$ cat config.mk
export PLATFORM = sky130hd
export DESIGN_NAME = fetch_sequencer
export DESIGN_NICKNAME = d
export VERILOG_FILES = /design/src/rtl/fetch_pkg.sv /design/src/rtl/fetch_sequencer_npc_calc.sv /design/src/rtl/fetch_sequencer.sv
export SDC_FILE = /design/constraint.sdc
export NUM_CORES = 1
export LEC_CHECK = 0
export BUFFER_PORTS_ARGS = -buffer_cell sky130_fd_sc_hd__buf_2
export CAP_MARGIN = 5
export CORE_MARGIN = 4
export CORE_UTILIZATION = 50
export CTS_BUF_LIST = sky130_fd_sc_hd__clkbuf_16
export CTS_CLUSTER_DIAMETER = 80
export CTS_CLUSTER_SIZE = 28
export DETAILED_ROUTE_END_ITERATION = 12
export PLACE_DENSITY_LB_ADDON = 0.25
export RECOVER_POWER = 50
export SKIP_CTS_REPAIR_TIMING = 1
export SLEW_MARGIN = 20
export SYNTH_ARGS = -nofsm -noshare
export SYNTH_HDL_FRONTEND = slang
export SYNTH_SLANG_ARGS = --single-unit
$ cat constraint.sdc
create_clock -name clk -period 4.3 [get_ports clk]
set_input_delay 0.86 -clock clk [delete_from_list [all_inputs] [get_ports clk]]
set_output_delay 0.86 -clock clk [all_outputs]
set_load 0.02 [all_outputs]
$ cat src/rtl/fetch_pkg.sv
// Shared types and constants for the instruction-fetch sequencer.
// Imported by the FSM top and the next-PC calculator.
package fetch_pkg;

    typedef enum logic [1:0] {
        ST_BOOT  = 2'd0,
        ST_FETCH = 2'd1,
        ST_EXEC  = 2'd2,
        ST_HALT  = 2'd3
    } fetch_state_e;

    localparam logic [31:0] RESET_PC_DEFAULT = 32'h0040_0020;
    localparam logic [31:0] PC_INC           = 32'd4;
    localparam int          JUMP_HI_BITS     = 4;

endpackage

$ cat src/rtl/fetch_sequencer_npc_calc.sv
// Combinational next-PC selection: jump beats taken branch,
// which beats sequential. All arithmetic wraps modulo 2^32.
module npc_calc
    import fetch_pkg::*;
(
    input  logic [31:0] pc_i,
    input  logic [15:0] imm16_i,
    input  logic [25:0] target26_i,
    input  logic        jump_i,
    input  logic        npc_sel_i,
    output logic [31:0] pc4_o,
    output logic [31:0] next_pc_o
);

    logic [31:0] br_off;
    logic [31:0] br_tgt;
    logic [31:0] j_tgt;

    assign pc4_o  = pc_i + PC_INC;
    assign br_off = {{14{imm16_i[15]}}, imm16_i, 2'b00};
    assign br_tgt = pc4_o + br_off;
    assign j_tgt  = {pc4_o[31 -: JUMP_HI_BITS], target26_i, 2'b00};

    // Priority mux over the three redirect sources.
    always_comb begin
        next_pc_o = pc4_o;
        if (jump_i) begin
            next_pc_o = j_tgt;
        end else if (npc_sel_i) begin
            next_pc_o = br_tgt;
        end
    end

endmodule

$ cat src/rtl/fetch_sequencer.sv
// Fetch/execute control FSM: owns the PC, handshakes with imem,
// and presents one instruction per execute phase to decode.
module fetch_sequencer
    import fetch_pkg::*;
#(
    parameter logic [31:0] RESET_PC = RESET_PC_DEFAULT
) (
    input  logic        clk,
    input  logic        start_up_n,
    output logic        imem_req,
    output logic [31:0] imem_addr,
    input  logic        imem_ack,
    input  logic [31:0] imem_rdata,
    output logic [31:0] instr,
    output logic        instr_valid,
    output logic [31:0] pc_out,
    input  logic        stall,
    input  logic        npc_sel,
    input  logic [15:0] imm16,
    input  logic        jump,
    input  logic [25:0] target26,
    input  logic        halt,
    output logic        halted,
    output logic [31:0] instr_count
);

    localparam logic [1:0] BOOT  = ST_BOOT;
    localparam logic [1:0] FETCH = ST_FETCH;
    localparam logic [1:0] EXEC  = ST_EXEC;
    localparam logic [1:0] HALT  = ST_HALT;

    logic [1:0]  state_q, state_d;
    logic [31:0] pc_q, pc_d;
    logic [31:0] instr_q, instr_d;
    logic [31:0] count_q, count_d;
    logic [31:0] pc4;
    logic [31:0] next_pc;

    npc_calc u_npc (
        .pc_i       (pc_q),
        .imm16_i    (imm16),
        .target26_i (target26),
        .jump_i     (jump),
        .npc_sel_i  (npc_sel),
        .pc4_o      (pc4),
        .next_pc_o  (next_pc)
    );

    // Next-state logic; halt outranks stall, stall outranks redirects.
    always_comb begin
        state_d = state_q;
        pc_d    = pc_q;
        instr_d = instr_q;
        count_d = count_q;
        unique case (state_q)
            BOOT: begin
                state_d = FETCH;
            end
            FETCH: begin
                if (imem_ack) begin
                    instr_d = imem_rdata;
                    state_d = EXEC;
                end
            end
            EXEC: begin
                if (halt) begin
                    state_d = HALT;
                    count_d = count_q + 32'd1;
                end else if (!stall) begin
                    pc_d    = next_pc;
                    state_d = FETCH;
                    count_d = count_q + 32'd1;
                end
            end
            HALT: begin
                state_d = HALT;
            end
            default: begin
                state_d = BOOT;
            end
        endcase
    end

    // State registers with synchronous active-low reset.
    always_ff @(posedge clk) begin
        if (!start_up_n) begin
            state_q <= BOOT;
            pc_q    <= RESET_PC;
            instr_q <= '0;
            count_q <= '0;
        end else begin
            state_q <= state_d;
            pc_q    <= pc_d;
            instr_q <= instr_d;
            count_q <= count_d;
        end
    end

    assign imem_req    = (state_q == FETCH);
    assign imem_addr   = pc_q;
    assign pc_out      = pc_q;
    assign instr       = instr_q;
    assign instr_valid = (state_q == EXEC);
    assign halted      = (state_q == HALT);
    assign instr_count = count_q;

endmodule

# Word-level counts from Yosys, hierarchy flattened
# Cells that the tools add are included.
# Widths: inputs -> output; s select.
# totals
ff_bits,98
output_inout_bits,131
word_cells,28
inputBits,81
# classes
addsub,3
mux,8
bitwise_logic,2
n_eq_ne,6
n_reduce_logical,5
# ops
operator,count
$mux 32,4
$add 32x1->32 const B,1
$add 32x3->32 const B,1
$add 32x32->32,1
$pmux 2 s4,1
$mux 2,3
$reduce_and 2->1,3
$eq 2x2->1 const B,2
$ne 2x1->1 const B,2
$ne 3x2->1 const B,1
$reduce_and 3->1,1
$eq 2x1->1 const B,1
$logic_not 2->1,1
$not 1->1,2

# Logic depth before layout (Yosys ltp)
# Gate-level depths: netlist of run 1.
# logic_depth
ltp_word,4
depth_mapped,17
ltp_nobuf,16

# Hierarchy
# Synthesis of run 1 repeated with hierarchy kept, for this count alone.
# hier_totals
cells_unflattened,960
area_unflattened_um2,7131.8
# modules_own_cells
module,cells_per_inst,seq_area_each_um2,area_each_um2,instances
fetch_sequencer,508,1961.9,4124.0,1
npc_calc,452,0.0,3007.9,1

# Least setup slack after synthesis of run 1
# No wires, ideal clock.
# synth_path
kind,flip-flop to flip-flop
start,"register pc_q[2], in the netlist imem_addr[2]"
end,"register pc_q[31], in the netlist imem_addr[31]"
synth_period_minus_slack_ns,3.716
stages_incl_launch_ff,17
setup_time_ns,0.119
n_path_buf,1
arrival_time_ns,3.597
required_time_ns,4.181
path_slack_ns,0.584
cell_sequence,dfxtp_1 -> clkbuf_1 -> nand3_1 -> nor4_4 -> and2_2 -> nand3_1 -> xnor2_1 -> ha_1 -> and3_1 -> a221oi_1 -> o21ai_1 -> a21oi_2 -> o31ai_4 -> a2111oi_4 -> mux2i_1 -> nand3_1 -> mux2i_1
# synth_between
elab_chain_len,4
# synth_lines
element,line_no,rtl
from (decl),fetch_sequencer.sv:33,"logic [31:0] pc_q, pc_d;"
from (signal assigned),fetch_sequencer.sv:93,pc_q <= pc_d;
$add 32x3->32 *,fetch_sequencer_npc_calc.sv:19,assign pc4_o = pc_i + PC_INC;
$add 32x32->32,fetch_sequencer_npc_calc.sv:21,assign br_tgt = pc4_o + br_off;
$mux 32,fetch_sequencer_npc_calc.sv:29,end else if (npc_sel_i) begin
$mux 32 *,fetch_sequencer_npc_calc.sv:27,if (jump_i) begin
# Mark *: on every way between the ends. The rest lies on a longest branch, timed or not.
# A chain may end at the register's enable or synchronous reset.

# Worst setup path in the final report of run 1
# layout_path
start,"register pc_q[6], in the netlist imem_addr[6]"
end,"register pc_q[31], in the netlist imem_addr[31]"
# The elaborated chain is that of the path after synthesis.

==> results of run 1 <==
power by group through the flow:
stage	clock [W]	combinational, W	sequential, W
2_1_floorplan	0	0.000205	0.000967
6_report	0.000826	0.000334	0.000925
3_3_place_gp	0	0.000335	0.000944
4_1_cts	0.000842	0.000338	0.000924
3_5_place_dp	0	0.000336	0.000945
5_1_grt	0.000874	0.000365	0.000928
metrics by stage:
step	std cells	hold slack, ns
floorplan	845	0.491
global placement	1161	0.439
detailed placement	1161	0.443
CTS	1177	0.453
global route	1177	0.473
finish	1177	0.454
tightest hold or removal path, cell delays in order (launching register included):
cell     delay [ns]
dfxtp_1        0.31
nand2_1        0.05
a21oi_1        0.05
cells in the mapped netlist, drive strengths merged (7+ instances only):
master,n
nand2,135
dfxtp,96
a21oi,78
nor2,72
xnor2,43
ha,38
buf,36
clkbuf,34
nand3,34
xor2,34
o21ai,32
a21o,21
nand4,20
inv,16
nor3,16
and3,14
mux2i,10
a211oi,9
and2,9
o211ai,9
nand2b,7
or3,7
final timing paths:
kind / start / endpoint / slack, ns / cells after the start
worst max-delay path: imem_addr[6] / imem_addr[31] / 0.25 / 15
worst min-delay path: instr[25] / instr[25] / 0.45 / 2
worst max register to register: imem_addr[6] / imem_addr[31] / 0.25 / 15
worst min register to register: instr[25] / instr[25] / 0.45 / 2
flip-flops by register name, summed over array words and instances, names as in the netlist:
signal,count
instr,32
instr_count,32
imem_addr,30
state_q,2
metal layers:
metal / track usage / wire (um) / vias up
met1: 0.345 / 8740 / 3040
met2: 0.412 / 9350 / 231
met5: 0 / 0 / -
li1: - / - / 3241
met4: 0.0945 / 476 / 0
met3: 0.0415 / 1410 / 37
kinds of logic (layout without fill, tap and decap cells):
group           Yosys count  in the layout  synth area share
compound gates          204            204             0.211
xor+xnor                 77             77             0.102
fa+ha+maj                39             39            0.0752
buf+inv                  86            246            0.0688
flops                    96             96             0.292
mux                      10             10            0.0152
other cells               1              4          0.000569
simple gates            329            329             0.235
layout make-up:
type | count | area, um2
fillers | 1252 | 5050
multi-input cells | 663 | 4230
flip-flops and latches | 96 | 1920
repair buffers | 214 | 998
clock buffers | 9 | 225
well taps | 172 | 215
clock inverters | 7 | 77.6
inverters | 16 | 60.1
placed cells by master, fill, tap and decap left out, drive strengths merged, types with 7 or more instances in the layout:
cell type  instances
nor3              16
nand2            135
nand4             20
nor2              72
inv               20
o211ai             9
buf              144
xor2              34
mux2i             10
a211oi             9
clkbuf            79
a21oi             78
ha                38
or3                7
nand2b             7
a21o              21
o21ai             32
and3              14
and2               9
xnor2             43
dfxtp             96
nand3             34
==> metrics.txt, run 1 <==
status=finished with violations; failing checks=max-capacitance violations, max-slew violations; mapped cell area=6590 um2; post-route ant nets=0; top post-synthesis cells by area=dfxtp_1, nand2_1, ha_1; largest net degree at the start of global routing=72; Bufs on Longest Clock Path=2; ant diodes=0; Cell Rows=between 40 and 50; clock buffer count from CTS=9; Max Clk Rate=around 250 MHz; arrival time worst endpoint=4.29 ns; CP startpoint kind=flop; cell internal pwr=approximately 0.0015 W; worst relative slew slack=-1.12; CTS tree=yes; Reg clk slew, reported paths=0.07 ns; Max H-tree Level=3; FFs w/ async S/R, synth=0; final max-slew violation count=72; clock power share=0.396; Comb power frac=0.160; Tmin final=4.05 ns; Yosys Warn Count=0; period utilization=0.941; Max VDD drop=0.000237 V; CP bufs+invs=0; sequential share of power=0.444; Cells after Synth=about 840; Critical Path End Type=flop; Crit-path slowest cell=dfxtp_1; crit path cell chain=and4_1 > and3_1 > and4_4 > nand3_1 > xnor2_1 > ha_1 > a21o_1 > a221oi_1 > o21ai_1 > a21oi_2 > o31ai_4 > a2111oi_4 > mux2i_1 > nand3_1 > mux2i_1; final hold violations=0; endpoints failing setup=0; vias per inst=5.56; IO Count=212; global-route wire length before repair=30600 um; Hold WC Path Type=flop to flop; root buf cell=clkbuf_16; setup TNS=0 ns; Global Route Usage Sum=0.256; nets=1120; height of the die=between 100 and 150 um; Synth top area share=0.292; cell family with most CP delay=compound AO/OA/AOI/OAI gates; dpl hpwl=15000 um; number of global-route vias before repair=6104; routed via count=around 6500; Max Cap Violations=1; Worst Path Max Fanout=6; RD Place Congestion=0.936; number of synthesized flops with an enable pin=0; max incr delay on CP=0.45 ns; Area Growth Syn to Fin=17.3%; Final Util=0.605; DRC viols=0; Skew-Pair Late Insertion Delay=between 0.3 and 0.4 ns; post-placement cell area=7520 um2; CORE AREA=12800 um2; Main synth FF type=dfxtp_1; WL/cell=17.0 um; leading area contributor after synthesis=dfxtp_1; worst slew pin tran=~3.2 ns; GR Overflow Total=0; synthesized flop and latch total=96; clock sink total=96; Setup Skew=0.00542 ns; initial drt markers=roughly 450; final setup margin=0.253 ns; final wirelength=20000 um; P_sw=0.000596 W; router iterations before antenna repair=5; initial core utilization=0.516; Total Power=0.00209 W; Power Density=270 nW/um2; count of cell types in the netlist=77; Net Sw Frac=0.286; Die ar.=15100 um2; initial antenna violation count=0; die width=123 um; post-placement setup slack=0.297 ns; syn_area_per_cell=7.82 um2; sequential area share after synthesis=0.292; layout cells sized above 1=0.192; Port Buffers=207; Setup CP Type=flop to flop; RSZ-0062 raised after global routing=no; Final Cell Area=7730 um2; critical path required time=4.54 ns; leak pwr=3.34 nW
(Power assumes the default switching activity.)
==> inputs of run 2 (changes only) <==
--- a/config.mk
+++ b/config.mk
@@ -8,7 +8,7 @@
 export BUFFER_PORTS_ARGS = -buffer_cell sky130_fd_sc_hd__buf_2
 export CAP_MARGIN = 5
 export CORE_MARGIN = 4
-export CORE_UTILIZATION = 50
+export CORE_UTILIZATION = 52
 export CTS_BUF_LIST = sky130_fd_sc_hd__clkbuf_16
 export CTS_CLUSTER_DIAMETER = 80
 export CTS_CLUSTER_SIZE = 28
==> run 2 against run 1 <==
  * The flow still finishes with violations (max-capacitance violations, max-slew violations)
  * Wire length down 2.0%
  * Critical path type unchanged
  * Via count up 0.72%
  * Combinational power about the same
  * Fmax up 0.57%
  * Global-route usage up 0.20 points
  * Non-clock buffer count up 2
  * Power up 0.56%
==> metrics.txt, run 2 (synthesized netlist as in run 1, its figures left out) <==
status=finished with violations; failing checks=max-capacitance violations, max-slew violations; flop2flop setup slack=between 0.2 and 0.3 ns; period utilization=0.936; initial antenna violation count=1; R2R Path End=imem_addr[31]; global-route wire length before repair=30600 um; Crit-path slowest cell=dfxtp_1; Hold WC Path Type=flop to flop; endpoints failing setup=0; GR Overflow Total=0; DRC viols=0; Cells on Worst Hold Path=2; Final Cell Area=approximately 7700 um2; max incr delay on CP=0.48 ns; Bufs on Longest Clock Path=2; root buf cell=clkbuf_16; Reg2Reg Depth=15; Reg clk slew, reported paths=around 0.070 ns; Worst Path Max Fanout=8; critical path required time=4.55 ns; initial core utilization=0.539; WL/cell=16.7 um; CORE AREA=12200 um2; nets=1122; post-placement setup slack=0.335 ns; Setup Skew=0.00630 ns; commonest non-fill, non-tap cells in the layout=nand2_1, buf_2, dfxtp_1; clock sink total=96; Setup CP Type=flop to flop; Port Buffers=a little over 200; routed via count=6596; Max VDD drop=0.000292 V; layout cells sized above 1=0.179; RD Place Congestion=0.951; commonest non-fill, non-tap cell in the layout=nand2_1; Total Power=0.00210 W; ant diodes=0; Power Density=272 nW/um2; final max-slew violation count=72; worst slew pin tran=1.50 ns; post-route ant nets=0; arrival time worst endpoint=around 4.3 ns; final hold violations=0; Tmin final=approximately 4 ns; die width=121 um; Die ar.=14500 um2; Endpoint, Worst Hold=instr[27]; Max Cap Violations=1; leak pwr=between 3 and 4 nW; final setup margin=0.276 ns; Max Clk Rate=249 MHz; hold path start=instr[27]; Reg-to-Reg Start=imem_addr[4]; final wirelength=19600 um; initial drt markers=525; IO Count=around 210; CTS tree=yes; largest net degree at the start of global routing=73; Global Route Usage Sum=0.258; post-placement cell area=around 7500 um2; dpl hpwl=14400 um; worst relative slew slack=-0.00171; Cell Rows=40; clock buffer count from CTS=9; Area Growth Syn to Fin=17.2%; Max H-tree Level=3; hold slack=0.453 ns; number of global-route vias before repair=6060; router iterations before antenna repair=5; CP startpoint kind=flop; crit path cell chain=and4_1 > and3_1 > and4_4 > nand3_1 > xnor2_1 > ha_1 > a21o_1 > a221oi_1 > o21ai_1 > a21oi_2 > o31ai_4 > a2111oi_4 > mux2i_1 > nand3_1 > mux2i_1; Skew-Pair Late Insertion Delay=between 0.3 and 0.4 ns; Critical Path End Type=flop; height of the die=121 um; vias per inst=5.61
==> run 2: how the worst max path moves through the flow <==
stage                             start       endpoint  slack (ns)  cells after the start
final                      imem_addr[4]  imem_addr[31]        0.28                     15
after global placement     imem_addr[4]  imem_addr[31]        0.50                     15
after global routing       imem_addr[4]  imem_addr[31]       -0.02                     15
after CTS                 imem_addr[10]  imem_addr[31]        0.31                     15
after floorplan            imem_addr[2]  imem_addr[31]        0.58                     16
after detailed placement   imem_addr[4]  imem_addr[31]        0.33                     15
==> run 2: layer usage <==
layer,up-vias,wire length [um],GRT usage
li1,3248,-,-
met1,3039,8550,0.338
met2,265,9080,0.422
met3,42,1450,0.0594
met4,2,473,0.0814
met5,-,12,0
==> run 2: metrics by stage <==
step | cells | setup TNS [ns] | utilization
final | 1175 | 0 | 0.632
after global routing | 1175 | -0.0170 | 0.632
after CTS | 1172 | 0 | 0.639
after detailed placement | 1156 | 0 | 0.615
after global placement | 1156 | 0 | 0.615
after floorplan | 845 | 0 | -
==> run 2: layout make-up <==
type / instances / area (um2)
clock inverters: 7 / 78.8
repair buffers: 216 / 997
inverters: 16 / 60.1
fillers: 1182 / 4490
multi-input cells: 663 / 4220
flip-flops and latches: 96 / 1920
well taps: 168 / 210
clock buffers: 9 / 225
==> run 2: report_power, final <==
group	leakage [nW]	total (W)	switching, W	internal [W]
Clock	0.144	0.000838	0.000380	0.000459
Sequential	0.777	0.000925	0.0000165	0.000909
Combinational	2.36	0.000333	0.000211	0.000122
Total	3.29	0.00210	0.000608	0.00149
==> run 2: critical path: cells and delay by family (launching register included) <==
kind	cells	cell delay, ns
AOI/OAI and AO/OA	6	1.45
muxes	2	0.35
DFF	1	0.48
and+or+nand+nor	5	1.08
xor gates and xnor gates	1	0.24
adders and majority gates	1	0.32
